## config.mk

```make
export PLATFORM = sky130hd
export DESIGN_NAME = cflog_reader
export DESIGN_NICKNAME = d
export VERILOG_FILES = /design/src/rtl/cflog_reader.sv
export SDC_FILE = /design/constraint.sdc
export NUM_CORES = 1
export LEC_CHECK = 0
export BUFFER_PORTS_ARGS = -buffer_cell sky130_fd_sc_hd__buf_2
export CORE_MARGIN = 1
export CORE_UTILIZATION = 35
export DETAILED_ROUTE_END_ITERATION = 8
export HOLD_SLACK_MARGIN = 0.03
export SLEW_MARGIN = 20
export SYNTH_ARGS = -nofsm -noshare
export SYNTH_HDL_FRONTEND = slang
export SYNTH_SLANG_ARGS = --single-unit
export TNS_END_PERCENT = 100
```

## constraint.sdc

```tcl
create_clock -name clk -period 6.75 [get_ports clk]
set_clock_uncertainty 0.2 [all_clocks]
set_input_delay 1.35 -clock clk [delete_from_list [all_inputs] [get_ports clk]]
set_output_delay 1.35 -clock clk [all_outputs]
set_load 0.02 [all_outputs]
```

## src/rtl/cflog_reader.sv

```systemverilog
// Drains the CF-Log as a byte frame: SYNC_BYTE, N low/high, then N words low byte first.
// Define CFLOG_READER_CRC_EN to append a CRC-8 (poly 0x07) over all bytes after SYNC_BYTE.
module cflog_reader #(
    parameter logic [15:0] LOG_WORDS = 16'h0100,
    parameter logic [7:0]  SYNC_BYTE = 8'hA5
) (
    input  logic        clk,
    input  logic        reset_n,
    input  logic        flush,
    input  logic [15:0] cflow_log_ptr,
    output logic        log_rd_en,
    output logic [15:0] log_rd_addr,
    input  logic [15:0] log_rd_data,
    output logic        tx_valid,
    output logic [7:0]  tx_data,
    input  logic        tx_ready,
    output logic        busy,
    output logic        done
);

    typedef enum logic [3:0] {
        IDLE,
        HDR,
        CNT_LO,
        CNT_HI,
        READ,
        WAIT,
        SEND_LO,
        SEND_HI,
`ifdef CFLOG_READER_CRC_EN
        CRC,
`endif
        FIN
    } state_t;

`ifdef CFLOG_READER_CRC_EN
    localparam state_t LAST_STATE = CRC;
`else
    localparam state_t LAST_STATE = FIN;
`endif

    state_t      state_q, state_d;
    logic [15:0] idx_q, idx_d;
    logic [15:0] n_q, n_d;
    logic [15:0] word_q, word_d;
    logic [7:0]  tx_data_q, tx_data_d;
    logic [15:0] log_rd_addr_q, log_rd_addr_d;
    logic        tx_valid_q, tx_valid_d;
    logic        log_rd_en_q, log_rd_en_d;
    logic        busy_q, busy_d;
    logic        done_q, done_d;
    logic        accept;

`ifdef CFLOG_READER_CRC_EN
    logic [7:0]  crc_q, crc_d, crc_next;

    function automatic logic [7:0] crc8_update(input logic [7:0] crc, input logic [7:0] data);
        logic [7:0] c;
        c = crc ^ data;
        for (int i = 0; i < 8; i++) begin
            c = c[7] ? ({c[6:0], 1'b0} ^ 8'h07) : {c[6:0], 1'b0};
        end
        return c;
    endfunction
`endif

    assign accept = tx_valid_q & tx_ready;

    always_comb begin
        state_d       = state_q;
        idx_d         = idx_q;
        n_d           = n_q;
        word_d        = word_q;
        tx_data_d     = tx_data_q;
        log_rd_addr_d = log_rd_addr_q;
`ifdef CFLOG_READER_CRC_EN
        crc_next      = crc8_update(crc_q, tx_data_q);
        crc_d         = crc_q;
`endif
        case (state_q)
            IDLE: if (flush) begin
                n_d       = (cflow_log_ptr > LOG_WORDS) ? LOG_WORDS : cflow_log_ptr;
                idx_d     = 16'h0000;
                tx_data_d = SYNC_BYTE;
`ifdef CFLOG_READER_CRC_EN
                crc_d     = 8'h00;
`endif
                state_d   = HDR;
            end
            HDR: if (accept) begin
                tx_data_d = n_q[7:0];
                state_d   = CNT_LO;
            end
            CNT_LO: if (accept) begin
`ifdef CFLOG_READER_CRC_EN
                crc_d     = crc_next;
`endif
                tx_data_d = n_q[15:8];
                state_d   = CNT_HI;
            end
            CNT_HI: if (accept) begin
`ifdef CFLOG_READER_CRC_EN
                crc_d     = crc_next;
                tx_data_d = crc_next;
`endif
                if (n_q != 16'h0000) begin
                    log_rd_addr_d = idx_q;
                    state_d       = READ;
                end else begin
                    state_d       = LAST_STATE;
                end
            end
            READ: state_d = WAIT;
            WAIT: begin
                word_d    = log_rd_data;
                tx_data_d = log_rd_data[7:0];
                state_d   = SEND_LO;
            end
            SEND_LO: begin
                tx_data_d = accept ? word_q[15:8] : word_q[7:0];
`ifdef CFLOG_READER_CRC_EN
                if (accept) crc_d = crc_next;
`endif
                if (accept) state_d = SEND_HI;
            end
            SEND_HI: if (accept) begin
`ifdef CFLOG_READER_CRC_EN
                crc_d     = crc_next;
                tx_data_d = crc_next;
`endif
                // idx stays on the last word so it never reaches LOG_WORDS
                if (idx_q + 16'd1 == n_q) begin
                    state_d       = LAST_STATE;
                end else begin
                    idx_d         = idx_q + 16'd1;
                    log_rd_addr_d = idx_q + 16'd1;
                    state_d       = READ;
                end
            end
`ifdef CFLOG_READER_CRC_EN
            CRC: if (accept) state_d = FIN;
`endif
            FIN:     state_d = IDLE;
            default: state_d = IDLE;
        endcase

        tx_valid_d = (state_d == HDR) || (state_d == CNT_LO) || (state_d == CNT_HI) ||
                     (state_d == SEND_LO) || (state_d == SEND_HI)
`ifdef CFLOG_READER_CRC_EN
                     || (state_d == CRC)
`endif
                     ;
        log_rd_en_d = (state_d == READ);
        busy_d      = (state_d != IDLE);
        done_d      = (state_d == FIN);
    end

    always_ff @(posedge clk or negedge reset_n) begin
        if (!reset_n) begin
            state_q       <= IDLE;
            idx_q         <= 16'h0000;
            n_q           <= 16'h0000;
            word_q        <= 16'h0000;
            tx_data_q     <= 8'h00;
            log_rd_addr_q <= 16'h0000;
            tx_valid_q    <= 1'b0;
            log_rd_en_q   <= 1'b0;
            busy_q        <= 1'b0;
            done_q        <= 1'b0;
`ifdef CFLOG_READER_CRC_EN
            crc_q         <= 8'h00;
`endif
        end else begin
            state_q       <= state_d;
            idx_q         <= idx_d;
            n_q           <= n_d;
            word_q        <= word_d;
            tx_data_q     <= tx_data_d;
            log_rd_addr_q <= log_rd_addr_d;
            tx_valid_q    <= tx_valid_d;
            log_rd_en_q   <= log_rd_en_d;
            busy_q        <= busy_d;
            done_q        <= done_d;
`ifdef CFLOG_READER_CRC_EN
            crc_q         <= crc_d;
`endif
        end
    end

    assign tx_valid    = tx_valid_q;
    assign tx_data     = tx_data_q;
    assign log_rd_en   = log_rd_en_q;
    assign log_rd_addr = log_rd_addr_q;
    assign busy        = busy_q;
    assign done        = done_q;

endmodule
```

# Word-level counts from Yosys, hierarchy flattened
# Cells that the tools add are included.
# word_totals
wordCells	71
regBits	80
latch_bits	0
mem_bits_ro	0
mem_bits_rw	0
inputBits	36
memories	0
out_inout_bits	28
# classes
muxes	22
n_mul	0
n_reduce_logical	14
bitwise	1
n_lt_le_gt_ge	1
eq_ne	22
div	0
shift	0
n_addsub	1
# op_table
operator	count
2-to-1 mux 16 bit	6
one-hot mux 16 bit (2 select lines)	2
one-hot mux 8 bit (5 select lines)	1
2-to-1 mux 4 bit	8
2-to-1 mux 8 bit	4
one-hot mux 4 bit (8 select lines)	1
== test 4 x 3 -> 1 bit (second input constant)	7
adder 16 x 1 -> 16 bit (second input constant)	1
== test 16 bit	1
== test 4 x 2 -> 1 bit (second input constant)	4
greater-than comparator 16 x 9 -> 1 bit (second input constant)	1
nonzero test 16 bit	1
inequality test 2 bit (second input constant)	7
== test 4 x 1 -> 1 bit (second input constant)	2
AND reduction 4 bit	2
AND reduction 5 bit	1
nonzero test 5 bit	1
== test 4 bit (second input constant)	1
logical NOT 4 bit	1
logical OR 1 bit	4
nonzero test 2 bit	2
nonzero test 4 bit	1
AND reduction 2 bit	1
bitwise AND 1 bit	1

# Longest topological paths before layout
# depth
word_depth	10
depth_mapped	11
ltp_nobuf	9

# Worst setup path before layout
# OpenSTA, ideal clock, no wires.
# synth_timing
path_kind	input port to flip-flop
startpoint	in tx_ready
endpoint	reg log_rd_addr_q[10] (netlist: log_rd_addr[10])
stages	10
n_path_buf	2
required_time_ns	6.425
setup_slack_ns	3.468
t_arrival_ns	2.956
setup_time_ns	0.125
path_cell_list	and2_1 -> clkbuf_1 -> a2111oi_0 -> nand3b_1 -> nand2_1 -> nor2_1 -> nand2_2 -> inv_4 -> buf_12 -> mux2_4
# synth_via
elab_chain_len	3
elab_cells_between_ends	4
cone_classes	eq/ne (2); bitwise (1); reduce/logical (1)
# synth_rtl
item	line_no	source
from (decl)	16	input logic tx_ready,
bitwise AND 1 bit (*)	67	assign accept = tx_valid_q & tx_ready;
inequality test 2 bit (no line)	--	
AND reduction 5 bit (no line) (*)	--	
to (signal assigned)	179	log_rd_addr_q <= log_rd_addr_d;
to (decl)	47	logic [15:0] log_rd_addr_q, log_rd_addr_d;
# Mark *: on every way between the ends. The rest lies on a longest branch, timed or not.
# A chain may end at the register's enable or synchronous reset.

# Worst setup path after layout
# layout_timing
startpoint	reg idx_q[0]
endpoint	reg idx_q[14]
# layout_via
elab_chain_len	4
elab_cells_between_ends	7
cone_classes	add/sub (1); eq/ne (2); mux (3); reduce/logical (1)
# layout_rtl
item	line_no	source
from (decl)	43	logic [15:0] idx_q, idx_d;
from (signal assigned)	175	idx_q <= idx_d;
adder 16 x 1 -> 16 bit (*)	132, 135	
== test 16 bit / 2-to-1 mux 16 bit (equally long branches)	132	if (idx_q + 16'd1 == n_q) begin
inequality test 2 bit (no line) / 2-to-1 mux 16 bit (equally long branches)	--	
AND reduction 4 bit (no line) / one-hot mux 16 bit (2 select lines) (equally long branches)	--	
# Mark *: on every way between the ends. The rest lies on a longest branch, timed or not. The select of a mux whose other input is x is not followed.

==> impl_results.html <==
<table>
<tr><th>Metric</th><th>Value</th></tr>
<tr><th colspan="2">Run status</th></tr>
<tr><td>Run status</td><td>finished clean</td></tr>
<tr><th colspan="2">Floorplan</th></tr>
<tr><td>Full die area</td><td>0.0140 mm²</td></tr>
<tr><td>Starting utilization of the core area</td><td>35.8%</td></tr>
<tr><td>DIE WIDTH</td><td>118 µm</td></tr>
<tr><td>Total number of placement rows</td><td>42</td></tr>
<tr><td>Core box area</td><td>0.0132 mm²</td></tr>
<tr><td>Top-level port count</td><td>64</td></tr>
<tr><td>Die boundary height</td><td>118 µm</td></tr>
<tr><th colspan="2">Synthesis</th></tr>
<tr><td>Simple logic cell fraction of the synthesized area</td><td>22.3%</td></tr>
<tr><td>Number of distinct standard cells referenced by the synthesized netlist</td><td>58</td></tr>
<tr><td>Dominant combinational cell family by area after synthesis</td><td>simple AND/OR/NAND/NOR gates</td></tr>
<tr><td>Post-synthesis instance area</td><td>0.00472 mm²</td></tr>
<tr><td>Primary FF master, synth</td><td>sky130_fd_sc_hd__dfrtp_1</td></tr>
<tr><td>Fraction of post-synthesis cell area in the top cell type by area</td><td>42.4%</td></tr>
<tr><td>Cell accounting for the most synthesized area</td><td>sky130_fd_sc_hd__dfrtp_1</td></tr>
<tr><td>Count of mapped cells out of synthesis</td><td>482</td></tr>
<tr><td>EDFF count, synth</td><td>0</td></tr>
<tr><td>Average size of a mapped cell</td><td>9.79 µm²</td></tr>
<tr><td>Warning count from the yosys run</td><td>0</td></tr>
<tr><td>Number of nets produced by synthesis</td><td>520</td></tr>
<tr><td>Sequential-to-total area share from yosys stat</td><td>42.4%</td></tr>
<tr><td>Arithmetic-cell share of the synthesized area counting full adders, half adders and majority gates</td><td>0.530%</td></tr>
<tr><td>Count of state elements after synthesis</td><td>80</td></tr>
<tr><td>Proportion of synthesized area in mux cells</td><td>9.89%</td></tr>
<tr><td>Main area contributors after synthesis</td><td>sky130_fd_sc_hd__dfrtp_1, sky130_fd_sc_hd__mux2_2, sky130_fd_sc_hd__nand2_1, sky130_fd_sc_hd__xnor2_1, sky130_fd_sc_hd__xor2_1</td></tr>
<tr><td>Share of the synthesized area in compound gates (AO/OA/AOI/OAI)</td><td>13.8%</td></tr>
<tr><td>Async set or reset register ratio after synthesis</td><td>100%</td></tr>
<tr><td>XOR/XNOR share of the synthesized area</td><td>6.31%</td></tr>
<tr><th colspan="2">Setup path</th></tr>
<tr><td>Critical path startpoint</td><td>idx_q[0]$_DFFE_PN0P_</td></tr>
<tr><td>Critical-path top delay cell</td><td>sky130_fd_sc_hd__nand4_1</td></tr>
<tr><td>Critical Path Start Type</td><td>flop</td></tr>
<tr><td>Cell class contributing the biggest share of worst-path delay</td><td>simple AND/OR/NAND/NOR gates</td></tr>
<tr><td>Setup crit end</td><td>idx_q[14]$_DFFE_PN0P_</td></tr>
<tr><td>Critical Path, Cell by Cell</td><td>ha_1 &gt; and3_1 &gt; nand3_2 &gt; xnor2_1 &gt; nor4_2 &gt; nand4_1 &gt; and3_1 &gt; a211o_1</td></tr>
<tr><td>Worst path bufs/invs</td><td>0</td></tr>
<tr><td>Largest fanout on the critical path</td><td>11</td></tr>
<tr><td>Largest stage delay on the critical path</td><td>0.57 ns</td></tr>
<tr><td>Cell repeated most along the worst path</td><td>sky130_fd_sc_hd__and3_1</td></tr>
<tr><td>Count of cells along the worst register-to-register path</td><td>8</td></tr>
<tr><td>Reg2reg start</td><td>idx_q[0]$_DFFE_PN0P_</td></tr>
<tr><td>Reg-to-Reg End</td><td>idx_q[14]$_DFFE_PN0P_</td></tr>
<tr><td>Kind of end point of the critical path</td><td>flop</td></tr>
<tr><td>Minimum setup slack among reg-to-reg paths</td><td>3.24 ns</td></tr>
<tr><td>Required time of the critical path</td><td>6.79 ns</td></tr>
<tr><td>Kind of critical path</td><td>reg2reg</td></tr>
<tr><td>Number of gates on the worst path with buffers counted</td><td>8</td></tr>
<tr><td>WP data arrival</td><td>3.54 ns</td></tr>
<tr><th colspan="2">Pwr</th></tr>
<tr><td>Switching power as a share of total power</td><td>37.1%</td></tr>
<tr><td>Total power draw</td><td>2.00 mW</td></tr>
<tr><td>Logic gate share of total power</td><td>34.8%</td></tr>
<tr><td>Cell internal pwr</td><td>1.25 mW</td></tr>
<tr><td>Static leakage</td><td>2.53 nW</td></tr>
<tr><td>Clock share of power</td><td>30.1%</td></tr>
<tr><td>Part of the power in registers</td><td>35.0%</td></tr>
<tr><td>Worst vdd rail ir drop</td><td>0.000225 V</td></tr>
<tr><td>Power dissipated by switching net loads</td><td>740 µW</td></tr>
<tr><td>Pwr/cell area</td><td>365 mW/mm²</td></tr>
<tr><th colspan="2">Placement</th></tr>
<tr><td>PortBufs</td><td>63</td></tr>
<tr><td>Placed Cells incl. Taps</td><td>688</td></tr>
<tr><td>Estimated wirelength of the detail-placed design</td><td>8.59 mm</td></tr>
<tr><td>Routability congestion estimate</td><td>0.918</td></tr>
<tr><th colspan="2">Global route</th></tr>
<tr><td>GR Overflow Total</td><td>0</td></tr>
<tr><td>Maximum number of pins on one net before global-route repair</td><td>81</td></tr>
<tr><td>Via count of the first global-routing pass</td><td>3788</td></tr>
<tr><td>Wire length of the first global-routing pass</td><td>20.0 mm</td></tr>
<tr><td>Number of antenna violations at the first check in global routing</td><td>0</td></tr>
<tr><td>Global Route Usage Sum</td><td>18.2%</td></tr>
<tr><th colspan="2">Finish</th></tr>
<tr><td>Nets</td><td>562</td></tr>
<tr><td>Non-filler instance count after layout</td><td>705</td></tr>
<tr><td>Share of layout cells above drive strength 1</td><td>25.3%</td></tr>
<tr><td>Layout area overhead</td><td>15.9%</td></tr>
<tr><td>Most common cell after layout, fill and taps aside</td><td>sky130_fd_sc_hd__dfrtp_1</td></tr>
<tr><td>Commonest non-fill, non-tap cells in the layout</td><td>sky130_fd_sc_hd__dfrtp_1, sky130_fd_sc_hd__nand2_1, sky130_fd_sc_hd__buf_2</td></tr>
<tr><td>Number of antenna diodes</td><td>0</td></tr>
<tr><th colspan="2">Routing</th></tr>
<tr><td>Residual DRC</td><td>0</td></tr>
<tr><td>Total wirelength of the detailed-routed design</td><td>12.2 mm</td></tr>
<tr><td>Pre-antenna DRT Iters</td><td>4</td></tr>
<tr><td>DRT antenna net count</td><td>0</td></tr>
<tr><td>Total via count after detailed routing</td><td>3873</td></tr>
<tr><td>Violation count after the first detailed-route iteration</td><td>152</td></tr>
<tr><td>Via-to-Cell Ratio</td><td>5.49</td></tr>
<tr><td>Routed length per instance</td><td>17.3 µm</td></tr>
<tr><th colspan="2">CTS</th></tr>
<tr><td>Post-CTS setup buffer count</td><td>0</td></tr>
<tr><td>Number of buffers between clock root and the deepest sink</td><td>2</td></tr>
<tr><td>Worst-skew pair later-pin latency</td><td>0.35 ns</td></tr>
<tr><td>Maximum level of the CTS H-tree</td><td>3</td></tr>
<tr><td>CTS tree</td><td>yes</td></tr>
<tr><td>Hold buffer count at CTS</td><td>0</td></tr>
<tr><td>Clock Root Buffer</td><td>sky130_fd_sc_hd__clkbuf_16</td></tr>
<tr><td>Number of buffers inserted during clock tree synthesis</td><td>9</td></tr>
<tr><td>Number of gates resized after CTS</td><td>0</td></tr>
<tr><td>TritonCTS sink count</td><td>80</td></tr>
<tr><td>Clock-pin slew on the worst setup and hold paths</td><td>0.06 ns</td></tr>
<tr><th colspan="2">Timing</th></tr>
<tr><td>Number of max-slew violations in the final report</td><td>0</td></tr>
<tr><td>Worst max-slew margin expressed relative to the limit</td><td>30.6%</td></tr>
<tr><td>Unrepaired setup endpoints after global routing</td><td>no</td></tr>
<tr><td>Post-route fraction of the period consumed by the critical path</td><td>51.9%</td></tr>
<tr><td>Final Setup Violations</td><td>0</td></tr>
<tr><td>Worst hold slack</td><td>0.290 ns</td></tr>
<tr><td>Actual slew at the worst max-slew pin</td><td>1.04 ns</td></tr>
<tr><td>Setup total negative slack</td><td>0 ns</td></tr>
<tr><td>Number of hold-slack violations in the final timing report</td><td>0</td></tr>
<tr><td>Highest clock frequency the design can meet</td><td>285 MHz</td></tr>
<tr><td>Final period demand of the worst path</td><td>3.51 ns</td></tr>
<tr><th colspan="2">Min path</th></tr>
<tr><td>Worst hold path type</td><td>reg2reg</td></tr>
<tr><th colspan="2">Flow run</th></tr>
<tr><td>Max-capacitance violation count</td><td>0</td></tr>
</table>
==> per-layer routing <==
metal	GRT usage, %	vias up	wire, µm
met3	3.57	14	671
li1	-	1844	-
met1	24.0	1894	5630
met2	29.5	121	5680
met4	6.57	0	199
met5	0	-	0
==> metrics by stage <==
step                utilization, %  setup slack (ns)  instance area (µm²)
floorplan                        -              3.47                 4720
global placement              38.6              2.99                 5090
detailed placement            38.6              2.93                 5090
CTS                           41.4              3.28                 5460
global route                  41.5              3.08                 5470
finish                        41.5              3.24                 5470
==> sequential cells by signal, indices dropped and copies added, names as in the netlist <==
signal	flops
log_rd_addr	16
busy	1
tx_data	8
word_q	16
idx_q	16
tx_valid	1
state_q	4
n_q	16
log_rd_en	1
done	1
==> power groups by stage <==
stage | registers [mW] | logic, mW | clock network [mW]
global placement | 0.704 | 0.674 | 0
CTS | 0.700 | 0.695 | 0.614
finish | 0.699 | 0.695 | 0.601
floorplan | 0.691 | 0.513 | 0
global route | 0.717 | 0.759 | 0.633
detailed placement | 0.706 | 0.694 | 0
==> cells by family after synthesis <==
family                     after synthesis
and+or+nand+nor                        190
AOI/OAI and AO/OA                       92
DFF                                     80
buffers and inverters                   45
muxes                                   39
xor gates and xnor gates                34
adders and majority gates                2
==> worst min path at each step <==
| stage | startpoint | end | slack, ns | cells after the start |
|---|---|---|---|---|
| after floorplan | word_q[10]$_DFFE_PN0P_ | word_q[10]$_DFFE_PN0P_ | 0.28 | 1 |
| after global placement | tx_data[4]$_DFFE_PN0P_ | tx_data[4]$_DFFE_PN0P_ | 0.27 | 2 |
| after detailed placement | tx_data[4]$_DFFE_PN0P_ | tx_data[4]$_DFFE_PN0P_ | 0.27 | 2 |
| after CTS | tx_data[4]$_DFFE_PN0P_ | tx_data[4]$_DFFE_PN0P_ | 0.29 | 2 |
| after global routing | tx_data[5]$_DFFE_PN0P_ | tx_data[5]$_DFFE_PN0P_ | 0.32 | 2 |
| final | tx_data[4]$_DFFE_PN0P_ | tx_data[4]$_DFFE_PN0P_ | 0.29 | 2 |
==> cells in the mapped netlist (all sizes together) (4+ instances only) <==
library cell / count
a221o: 9
inv: 9
nand3: 13
clkbuf: 23
buf: 12
mux2: 37
a31oi: 4
a21oi: 24
xor2: 15
dfrtp: 80
nor2b: 5
xnor2: 19
o211ai: 6
and3: 13
a2111oi: 5
a22o: 8
nand4: 13
and2: 10
nor3: 13
nor4: 20
nor2: 19
nand2: 67
or3: 5
a221oi: 4
o211a: 5
o21ai: 16
==> worst min-delay path: stages, from the launching register on <==
cell                      delay (ns)
sky130_fd_sc_hd__dfrtp_1        0.34
sky130_fd_sc_hd__nand2_1        0.05
sky130_fd_sc_hd__o21ai_0        0.06
==> layout make-up <==
| class | instances | area (µm²) |
|---|---|---|
| Fill cell | 1270 | 7720 |
| Multi-Input combinational cell | 357 | 2500 |
| Sequential cell | 80 | 2000 |
| Timing Repair Buffer | 66 | 342 |
| Clock buffer | 9 | 225 |
| Tap cell | 176 | 220 |
| Clock inverter | 7 | 144 |
| Inverter | 10 | 40.0 |
Note: power is estimated with default switching activity, not from simulation.
